<file path="config.mk">
export PLATFORM = sky130hd
export DESIGN_NAME = seq_scan_ctrl_flat
export DESIGN_NICKNAME = d
export VERILOG_FILES = /design/src/rtl/seq_scan_ctrl_if.sv /design/src/rtl/seq_scan_ctrl.sv /design/src/flat_wrapper.sv
export SDC_FILE = /design/constraint.sdc
export NUM_CORES = 1
export LEC_CHECK = 0
export ABC_CLOCK_PERIOD_IN_PS = 2040
export BUFFER_PORTS_ARGS = -buffer_cell sky130_fd_sc_hd__buf_2
export CAP_MARGIN = 20
export CORE_UTILIZATION = 45
export CTS_CLUSTER_DIAMETER = 40
export DETAILED_ROUTE_END_ITERATION = 10
export HOLD_SLACK_MARGIN = 0.15
export MAX_ROUTING_LAYER = met4
export PLACE_DENSITY = 0.8
export SLEW_MARGIN = 0
export SYNTH_ARGS = -nofsm -noshare
export SYNTH_HDL_FRONTEND = slang
export SYNTH_SLANG_ARGS = --single-unit
</file>
<file path="constraint.sdc">
create_clock -name clk -period 2.04 [get_ports clk]
set_input_delay 0 -clock clk [delete_from_list [all_inputs] [get_ports clk]]
set_output_delay 0 -clock clk [all_outputs]
set_load 0.02 [all_outputs]
</file>
<file path="src/rtl/seq_scan_ctrl_if.sv">
// Word/pattern handshake bundle between a word source (master) and seq_scan_ctrl (slave).
interface seq_scan_ctrl_if #(
    parameter int WORD_W = 16,
    parameter int PAT_W  = 4
);
    logic [WORD_W-1:0] word_in;
    logic              word_valid;
    logic              word_ready;
    logic [PAT_W-1:0]  pat_in;
    logic              pat_load;

    modport master (output word_in, word_valid, pat_in, pat_load, input word_ready);
    modport slave  (input word_in, word_valid, pat_in, pat_load, output word_ready);
endinterface

</file>
<file path="src/rtl/seq_scan_ctrl.sv">
// Serialises an accepted word MSB-first and counts matches against a programmable pattern.
// Define SEQ_OVERLAP_EN for overlapping detection; default is non-overlapping.
module seq_scan_ctrl #(
    parameter int               WORD_W  = 16,
    parameter int               PAT_W   = 4,
    parameter int               CNT_W   = 5,
    parameter logic [PAT_W-1:0] PAT_RST = PAT_W'(4'b0101)
) (
    input  logic             clk,
    input  logic             rst,
    seq_scan_ctrl_if.slave   bus,
    output logic             bit_out,
    output logic             bit_valid,
    output logic             match,
    output logic [CNT_W-1:0] match_count,
    output logic             done,
    output logic             busy
);
    localparam int BW = (WORD_W > 1) ? $clog2(WORD_W) : 1;
    localparam int FW = $clog2(PAT_W + 1);

    typedef enum logic [1:0] {IDLE, SHIFT, DONE} state_t;

    state_t            state, state_nx;
    logic [WORD_W-1:0] shreg;
    logic [PAT_W-1:0]  pattern, hist, hist_n;
    logic [FW-1:0]     fill;
    logic [BW-1:0]     bit_cnt;
    logic              accept, hit;

    always_ff @(posedge clk or negedge rst) begin
        if (!rst) state <= IDLE;
        else      state <= state_nx;
    end

    always_comb begin
        state_nx = state;
        accept   = 1'b0;
        case (state)
            IDLE: if (bus.word_valid) begin
                accept   = 1'b1;
                state_nx = SHIFT;
            end
            SHIFT: if (bit_cnt == BW'(WORD_W - 1)) state_nx = DONE;
            DONE:  state_nx = IDLE;
            default: state_nx = IDLE;
        endcase
    end

    assign bus.word_ready = (state == IDLE);
    assign bit_valid      = (state == SHIFT);
    assign bit_out        = bit_valid & shreg[WORD_W-1];
    assign done           = (state == DONE);
    assign busy           = (state != IDLE);

    // fill counts bits already in history; a match needs PAT_W-1 of them plus the current bit
    assign hist_n = {hist[PAT_W-2:0], shreg[WORD_W-1]};
    assign hit    = (fill >= FW'(PAT_W - 1)) && (hist_n == pattern);

    always_ff @(posedge clk or negedge rst) begin
        if (!rst) begin
            pattern     <= PAT_RST;
            shreg       <= '0;
            hist        <= '0;
            fill        <= '0;
            bit_cnt     <= '0;
            match       <= 1'b0;
            match_count <= '0;
        end else begin
            match <= 1'b0;
            case (state)
                IDLE: begin
                    if (bus.pat_load) pattern <= bus.pat_in;
                    if (accept) begin
                        shreg       <= bus.word_in;
                        bit_cnt     <= '0;
                        hist        <= '0;
                        fill        <= '0;
                        match_count <= '0;
                    end
                end
                SHIFT: begin
                    hist    <= hist_n;
                    shreg   <= {shreg[WORD_W-2:0], 1'b0};
                    bit_cnt <= bit_cnt + 1'b1;
                    if (hit) begin
                        match <= 1'b1;
                        if (match_count != '1) match_count <= match_count + 1'b1;
                    end
`ifdef SEQ_OVERLAP_EN
                    if (fill != FW'(PAT_W)) fill <= fill + 1'b1;
`else
                    if (hit)                     fill <= '0;
                    else if (fill != FW'(PAT_W)) fill <= fill + 1'b1;
`endif
                end
                default: ;
            endcase
        end
    end
endmodule

</file>
<file path="src/flat_wrapper.sv">
// flat-port wrapper written by rule: the top's interface ports become plain ports
module seq_scan_ctrl_flat 
#(
    parameter int               WORD_W  = 16,
    parameter int               PAT_W   = 4,
    parameter int               CNT_W   = 5,
    parameter logic [PAT_W-1:0] PAT_RST = PAT_W'(4'b0101)
)
  (clk, rst, bit_out, bit_valid, match, match_count, done, busy, bus_word_in, bus_word_valid, bus_pat_in, bus_pat_load, bus_word_ready);
  seq_scan_ctrl_if #(.WORD_W(WORD_W), .PAT_W(PAT_W)) bus_i ();
  input  logic clk;
  input  logic rst;
  output logic bit_out;
  output logic bit_valid;
  output logic match;
  output logic [CNT_W-1:0] match_count;
  output logic done;
  output logic busy;
  input wire logic [$bits(bus_i.word_in)-1:0] bus_word_in;
  input wire logic [$bits(bus_i.word_valid)-1:0] bus_word_valid;
  input wire logic [$bits(bus_i.pat_in)-1:0] bus_pat_in;
  input wire logic [$bits(bus_i.pat_load)-1:0] bus_pat_load;
  output wire logic [$bits(bus_i.word_ready)-1:0] bus_word_ready;
  assign bus_i.word_in = bus_word_in;
  assign bus_i.word_valid = bus_word_valid;
  assign bus_i.pat_in = bus_pat_in;
  assign bus_i.pat_load = bus_pat_load;
  assign bus_word_ready = bus_i.word_ready;
  seq_scan_ctrl #(.WORD_W(WORD_W), .PAT_W(PAT_W), .CNT_W(CNT_W), .PAT_RST(PAT_RST)) u_core (.clk(clk), .rst(rst), .bus(bus_i), .bit_out(bit_out), .bit_valid(bit_valid), .match(match), .match_count(match_count), .done(done), .busy(busy));
endmodule
</file>
* After elaboration in Yosys (flattened, before gate mapping)
Cells that the tools add are included.
** Word-level totals
- Input port bits :: 24
- Word-level logic and storage cells :: 54
- Bits in registers :: 38
- Output and inout bits :: 11
** Operators by class
- Equal/unequal tests :: 12
- Bitwise logic cells :: 1
- Multiplexer cells :: 20
- Magnitude comparators :: 1
- Reduce and logical (&&, ||, !) cells :: 9
- Add/subtract/negate cells :: 3
** Operators with widths (count)
- 16-bit one-hot mux with 2 select lines :: 1
- 16-bit two-way mux :: 1
- 5-bit two-way mux :: 3
- 3-bit one-hot mux with 2 select lines :: 2
- 5-bit one-hot mux with 2 select lines :: 1
- 3-bit two-way mux :: 3
- 2-bit != test, second input constant :: 4
- 4-bit one-hot mux with 2 select lines :: 1
- 3-bit != test, second input constant :: 2
- 2-bit AND reduction :: 3
- 5-bit by 1-bit adder with 5-bit output, second input constant :: 1
- 5-bit != test, second input constant :: 1
- 4-bit by 1-bit adder with 4-bit output, second input constant :: 1
- 4-bit == test :: 1
- 4-bit == test, second input constant :: 1
- 1-bit two-way mux :: 4
- 2-bit two-way mux :: 2
- 4-bit two-way mux :: 1
- 2-bit one-hot mux with 2 select lines :: 1
- 4-bit AND reduction :: 1
- 2-bit nonzero test :: 2
- 3-bit by 1-bit adder with 3-bit output, second input constant :: 1
- 3-bit by 2-bit greater-or-equal comparator with 1-bit output, second input constant :: 1
- 3-bit AND reduction :: 1
- other kinds (6) :: 6

* Depth between registers and ports, before layout
Gate-level depths: netlist of the first run.
- Depth after elaboration :: 4
- Mapped depth :: 7
- Depth with buffers taken out :: 6

* Worst setup path before layout of the first run
Ideal clock, no wire load.
- Kind :: register to register
- Start point :: reg u_core.match_count[0]
- End point :: reg u_core.match_count[2]
- Setup time :: 120 ps
- Data required time :: 1920 ps
- Clock period less this slack :: 2052 ps
- Cell stages (with the launch flop) :: 8
- Buffers on the path :: 1
- Path slack :: -12 ps
- Arrival time :: 1932 ps
- Cell sequence :: dfrtp_1 ha_1 and3_1 ha_1 or3_1 or2_0 buf_2 a31o_1
** Between the ends
- Word-level cells in the longest chain between the ends :: 4
- Elaborated cells between the ends (all ways) :: 7
- Classes of those cells :: 1 x add/sub; 2 x eq/ne; 3 x mux; 1 x reduce/logical
** Ends and longest elaborated chain
- start: declaration :: RTL line seq_scan_ctrl.sv:15 : output logic [CNT_W-1:0] match_count,
- start signal: assignment :: RTL line seq_scan_ctrl.sv:88 : if (match_count != '1) match_count <= match_count + 1'b1;
- 5-bit by 1-bit adder with 5-bit output :: RTL line seq_scan_ctrl.sv:88
- 5-bit two-way mux :: RTL line seq_scan_ctrl.sv:88
- 5-bit two-way mux :: RTL line seq_scan_ctrl.sv:86 : if (hit) begin
- 5-bit one-hot mux with 2 select lines :: RTL line seq_scan_ctrl.sv:71 : case (state)
Parallel ways exist; a longest one is shown, timed or not. The select of a mux whose other input is x is not followed.
A chain may end at the register's enable or synchronous reset.

* Worst setup path after layout of the first run
Ends and elaborated chain as after synthesis.

==> results of run 1 <==
-- flip-flops by register name (all words and copies together), names as in the netlist --
name                count
u_core.bit_cnt          4
u_core.state            2
u_core.shreg           16
u_core.match_count      5
u_core.match            1
u_core.hist             3
u_core.pattern          4
u_core.fill             3
-- placed cells by master (no fill, tap or decap), types with 4 or more instances in the layout --
cell type,n
dfrtp_1,35
buf_2,34
nand2_1,22
dlygate4sd3_1,22
mux2i_1,18
o21ai_1,11
o21ai_0,9
inv_1,7
buf_4,7
nor2_1,6
ha_1,6
xnor2_1,5
clkbuf_8,5
mux2_2,4
-- kinds of logic after synthesis --
logic type	Yosys count	share of synthesized area, %
buffers and inverters	15	3.32
AND/OR/NAND/NOR	44	11.2
multiplexers	22	12.4
flip-flops	38	52.7
AO/OA/AOI/OAI	38	13.3
XOR/XNOR	6	2.90
adder cells (fa/ha/maj)	6	4.15
-- stage by stage --
step | instance area, µm² | instances | setup slack (ns) | util, % | power (mW)
global route | 2450 | 282 | 0.00924 | 64.9 | 4.22
detailed placement | 2090 | 252 | 0.0249 | 55.3 | 3.13
global placement | 2090 | 252 | 0.0590 | 55.3 | 3.04
finish | 2450 | 282 | 0.0993 | 64.9 | 3.96
CTS | 2440 | 282 | 0.0154 | 64.8 | 3.94
floorplan | 1810 | 169 | 0.0183 | - | 2.57
-- cell type report --
class	instances	area (µm²)	area share, %
clock inverter	3	68.8	2.81
tap	48	60.1	2.45
clock buffer	5	68.8	2.81
sequential	38	955	39.0
timing repair buffer	64	463	18.9
inverter	8	30.0	1.23
multi-input combinational	116	802	32.8
-- power by group --
part | switching [mW] | internal, mW | leakage, nW
Sequential | 0.268 | 1.12 | 0.473
Clock | 0.279 | 0.490 | 0.0683
Combinational | 0.956 | 0.843 | 0.693
-- tightest hold or removal path: stages --
cell and delay, ns:
buf_2 0.08, and2_1 0.23, mux2_2 0.18
-- what timing repair did --
item                                    4_1_cts  5_1_grt
hold buffers                                 22        0
gates resized for setup                       0        2
endpoints found under the hold margin        58        0
endpoints found under the setup margin        0        4
-- per-layer routing --
layer | up-vias | routed length [µm]
met5 | - | 0
met3 | 7 | 192
met4 | 0 | 70
met2 | 45 | 1990
li1 | 717 | -
met1 | 700 | 1790
-- final timing paths --
kind / endpoint / cells past startpoint / from / slack [ns]
worst max-delay path: u_core.match_count[2]$_DFFE_PN0P_ / 6 / u_core.match_count[0]$_DFFE_PN0P_ / 0.1
worst min-delay path: u_core.pattern[3]$_DFFE_PN0P_ / 3 / bus_pat_load / 0.23
worst max register to register: u_core.match_count[2]$_DFFE_PN0P_ / 6 / u_core.match_count[0]$_DFFE_PN0P_ / 0.1
worst min register to register: u_core.shreg[7]$_DFFE_PN0P_ / 2 / u_core.shreg[7]$_DFFE_PN0P_ / 0.48
max in group asynchronous: u_core.match_count[0]$_DFFE_PN0P_ / 2 / rst / 1.13
min in group asynchronous: u_core.shreg[7]$_DFFE_PN0P_ / 2 / rst / 0.34
==> results.cfg, run 1 <==
[placed_design]
routabilityCongestion = 0.802
place_hpwl_mm = 2.57
numPortBuffers = 34

[finish]
drive_above_1_share_pct = 26.1
area.growth.synth_to_final_pct = 35.3
diodes = 0
fillCellCount = 292
finalNetCount = 263

[grt]
track_usage_pct = 21.6
grt_antenna_before_repair = 0
grt_max_degree = 39
globalRouteMet3Util_pct = 4.17
grt_pass1_vias = 1447
grt_pass1_wl_mm = 6.60
grt_overflow = 0
gr-max-usage-layer = met2
grt_util_met1_pct = 26.1
grtUsageMet2_pct = 35.6

[logic_synthesis]
synth_warnings = 0
ys_types = 38
synth_cells = 169
syn_nets = 199
synthArstFlopShare_pct = 100
synth_area_leader_cell = dfrtp_1
synthTopCellsByCount = dfrtp_1 (36), nand2_1 (22), mux2i_1 (18), o21ai_1 (11), o21ai_0 (9)
synth_top_area_share_pct = 49.8
postSynthAreaPerCell_um2 = 10.7
synth_seq_area_share_pct = 52.7
synth.area.top_cells = dfrtp_1 (50%), mux2i_1 (10%), nand2_1 (4.6%)
synth_edf_count = 0
syn_area_um2 = 1810
synth_most_common_cell = dfrtp_1
yosys_most_used_dff = dfrtp_1
synth-seq-cells = 38

[critical_path]
crit_slowest_cell = dfrtp_2
slowest_delay_ns = 0.41
path_buf_inv = 0
crit_arrival_ns = 2.13
cpMostUsedCell = ha_1
cp-start-kind = flip-flop
critical_path_required_ns = 2.23
critPathCaptureType = flip-flop
path_delay_family = simple AND/OR/NAND/NOR gates
cp_max_fo = 5
criticalPathCategory = reg2reg
crit_chain = ha_1, and3_1, ha_1, or3_1, or2_4, a31o_1

[timing]
tns_ns = 0
fin_crit_ns = 1.94
slew_violations = 0
finalSetupViolCount = 0
slew_headroom_pct = 44.0
rsz0062_at_grt = false
max_freq_mhz = 515
fin_worst_skew_ns = 0.00631
finalCritPeriodShare_pct = 95.1
worst_pin_slew_ns = 0.841
hold_slack_ns = 0.228
finalHoldViolations = 0

[flow_run]
maxCapViolCount = 0

[status]
outcome = complete, no violations

[clocking]
clk_path_buf_depth = 2
numCtsBuffers = 5
path_clk_slew_ns = 0.08
cts-root-buf = clkbuf_8
clock_latency_ns = 0.30
clkSinkCount = 38
h-tree-depth = 2
cts_tree = done
post_cts_buffers = 0

[floorplanning]
placementRows = 22
start_util_pct = 48.0
dieArea_um2 = 4280
die_x_um = 65.4
core_um2 = 3770
ios = 35
dieHeight_um = 65.4

[power]
powerDensity_nw_per_um2 = 1620
ir_drop_uv = 897
leakage_nw = 1.23

[detailed_routing]
ant_nets = 0
drt_iter0_markers = 115
drcViolationCount = 0
via_per_inst = 5.21
first_pass_iters = 4
wl_per_cell_um = 14.3
wl_mm = 4.04
vias = 1469

[min_path]
hold_class = in2reg
Power figures use the tool's default switching activity.
==> inputs of run 2 (changes only) <==
- CORE_ASPECT_RATIO: unset -> 1.25
==> results.cfg, run 2 (synthesis gave the netlist of run 1 again) <==
[flow_run]
maxCapViolCount = 0

[power]
powerDensity_nw_per_um2 = 1530
power_frac_comb_pct = 48.4
swShare_pct = 39.2
ir_drop_uv = 661
p_int_mw = 2.24
seq_power_share_pct = 37.3
switchingPower_mw = 1.45
leakage_nw = 1.21
clockPowerShare_pct = 14.4

[placed_design]
dp_cells = 258
numPortBuffers = 34
place_hpwl_mm = 2.48
routabilityCongestion = 0.824

[finish]
fin_cells = 288
final_common_cell = dfrtp_1
fin_util_pct = 63.2
largest_register_ffs = 16
diodes = 0
area.growth.synth_to_final_pct = 33.4
drive_above_1_share_pct = 26.1
top_register = u_core.shreg
final_cell_mix = dfrtp_1 (35), buf_2 (34), nand2_1 (22), dlygate4sd3_1 (22), mux2i_1 (18)
reg_top3 = u_core.shreg (16), u_core.match_count (5)
ff_latch_area_um2 = 955
fillCellCount = 328
multiInputGateArea_um2 = 807
finalNetCount = 263

[clocking]
clock_latency_ns = 0.29
path_clk_slew_ns = 0.07
clkSinkCount = 38
cts_tree = done
numCtsBuffers = 5
clk_path_buf_depth = 2
h-tree-depth = 2
cts-root-buf = clkbuf_8

[critical_path]
critPathCaptureType = flip-flop
cp-start-kind = flip-flop
cp_max_fo = 5
cpMostUsedCell = ha_1
cp.depth = 6
reg2reg_depth = 6
path_delay_family = simple AND/OR/NAND/NOR gates
path_buf_inv = 0
slowest_delay_ns = 0.41
crit_slowest_cell = dfrtp_2
criticalPathCategory = reg2reg
crit_arrival_ns = 2.14
crit_chain = ha_1, and3_1, ha_1, or3_4, or2_4, a31o_1
critical_path_required_ns = 2.22

[grt]
grt_max_degree = 39
grt_antenna_before_repair = 0
gr-max-usage-layer = met2
grt_overflow = 0
grt_pass1_vias = 1487
globalRouteMet3Util_pct = 5.50
grt_util_met1_pct = 22.2
track_usage_pct = 21.1
grt_pass1_wl_mm = 6.38
grtUsageMet2_pct = 36.5

[timing]
fin_crit_ns = 1.95
finalSetupViolCount = 0
finalCritPeriodShare_pct = 95.7
slew_violations = 0
rsz0062_at_grt = false
max_freq_mhz = 512
finalHoldViolations = 0
slew_headroom_pct = 45.4
worst_pin_slew_ns = 0.819
fin_worst_skew_ns = 0.00418

[detailed_routing]
via_per_inst = 5.01
drcViolationCount = 0
drt_iter0_markers = 94
ant_nets = 0
wl_per_cell_um = 13.0
vias = 1442
wl_mm = 3.75
first_pass_iters = 4

[floorplanning]
start_util_pct = 47.4
dieHeight_um = 72.9
dieArea_um2 = 4280
die_x_um = 58.7
ios = 35
core_um2 = 3820
placementRows = 25

[status]
outcome = complete, no violations

[min_path]
hold_class = in2reg
holdPathStages = 3
[run 2: layout make-up]
class	count	share of cell area, %
sequential	38	39.6
multi-input combinational	116	33.4
timing repair buffer	64	19.2
clock buffer	7	3.58
tap	54	2.80
inverter	8	1.24
clock inverter	1	0.207
[run 2: repair_timing]
| item | CTS | global route |
|---|---|---|
| hold buffers | 22 | 0 |
| setup buffers | 0 | 0 |
| resized for setup | 1 | 2 |
| hold endpoints to repair | 60 | 0 |
| pin swaps | 0 | 0 |
| setup endpoints to repair | 1 | 1 |
[run 2: through the flow]
| stage | setup TNS, ns | total power [mW] | hold slack (ns) | setup slack (ns) | area, µm² |
|---|---|---|---|---|---|
| CTS | 0 | 3.69 | 0.203 | 0.0208 | 2410 |
| floorplan | 0 | 2.57 | -0.296 | 0.0183 | 1810 |
| finish | 0 | 3.69 | 0.195 | 0.0868 | 2410 |
| detailed placement | -0.00772 | 3.12 | 0.150 | -0.00772 | 2090 |
| global placement | 0 | 3.04 | 0.152 | 0.0571 | 2090 |
| global route | 0 | 4.00 | 0.219 | 0.0143 | 2410 |
[run 2: metal layers]
| layer | wire length [µm] | vias up |
|---|---|---|
| li1 | - | 720 |
| met1 | 1570 | 678 |
| met2 | 1960 | 37 |
| met3 | 140 | 7 |
| met4 | 80 | 0 |
| met5 | 0 | - |
[run 2: path summary, 6_finish.rpt]
path	from	slack [ns]	to
worst max-delay path	u_core.match_count[0]$_DFFE_PN0P_	0.09	u_core.match_count[2]$_DFFE_PN0P_
worst min-delay path	bus_pat_load	0.20	u_core.pattern[3]$_DFFE_PN0P_
worst max register to register	u_core.match_count[0]$_DFFE_PN0P_	0.09	u_core.match_count[2]$_DFFE_PN0P_
worst min register to register	u_core.shreg[14]$_DFFE_PN0P_	0.49	u_core.shreg[14]$_DFFE_PN0P_
max in group asynchronous	rst	1.13	u_core.match_count[0]$_DFFE_PN0P_
min in group asynchronous	rst	0.34	u_core.hist[1]$_DFFE_PN0P_
[run 2: power by group through the flow]
stage	clock network, mW	logic [mW]	registers, mW
after global routing	0.576	2.00	1.42
after CTS	0.540	1.77	1.38
final	0.530	1.79	1.38
after global placement	0	1.67	1.37
after detailed placement	0	1.73	1.39
after floorplan	0	1.18	1.40
[run 2: worst reg2reg max path: stages (launching register included)]
cell and delay [ns]:
dfrtp_2 0.41, ha_1 0.21, and3_1 0.16, ha_1 0.18
or3_4 0.39, or2_4 0.27, a31o_1 0.22
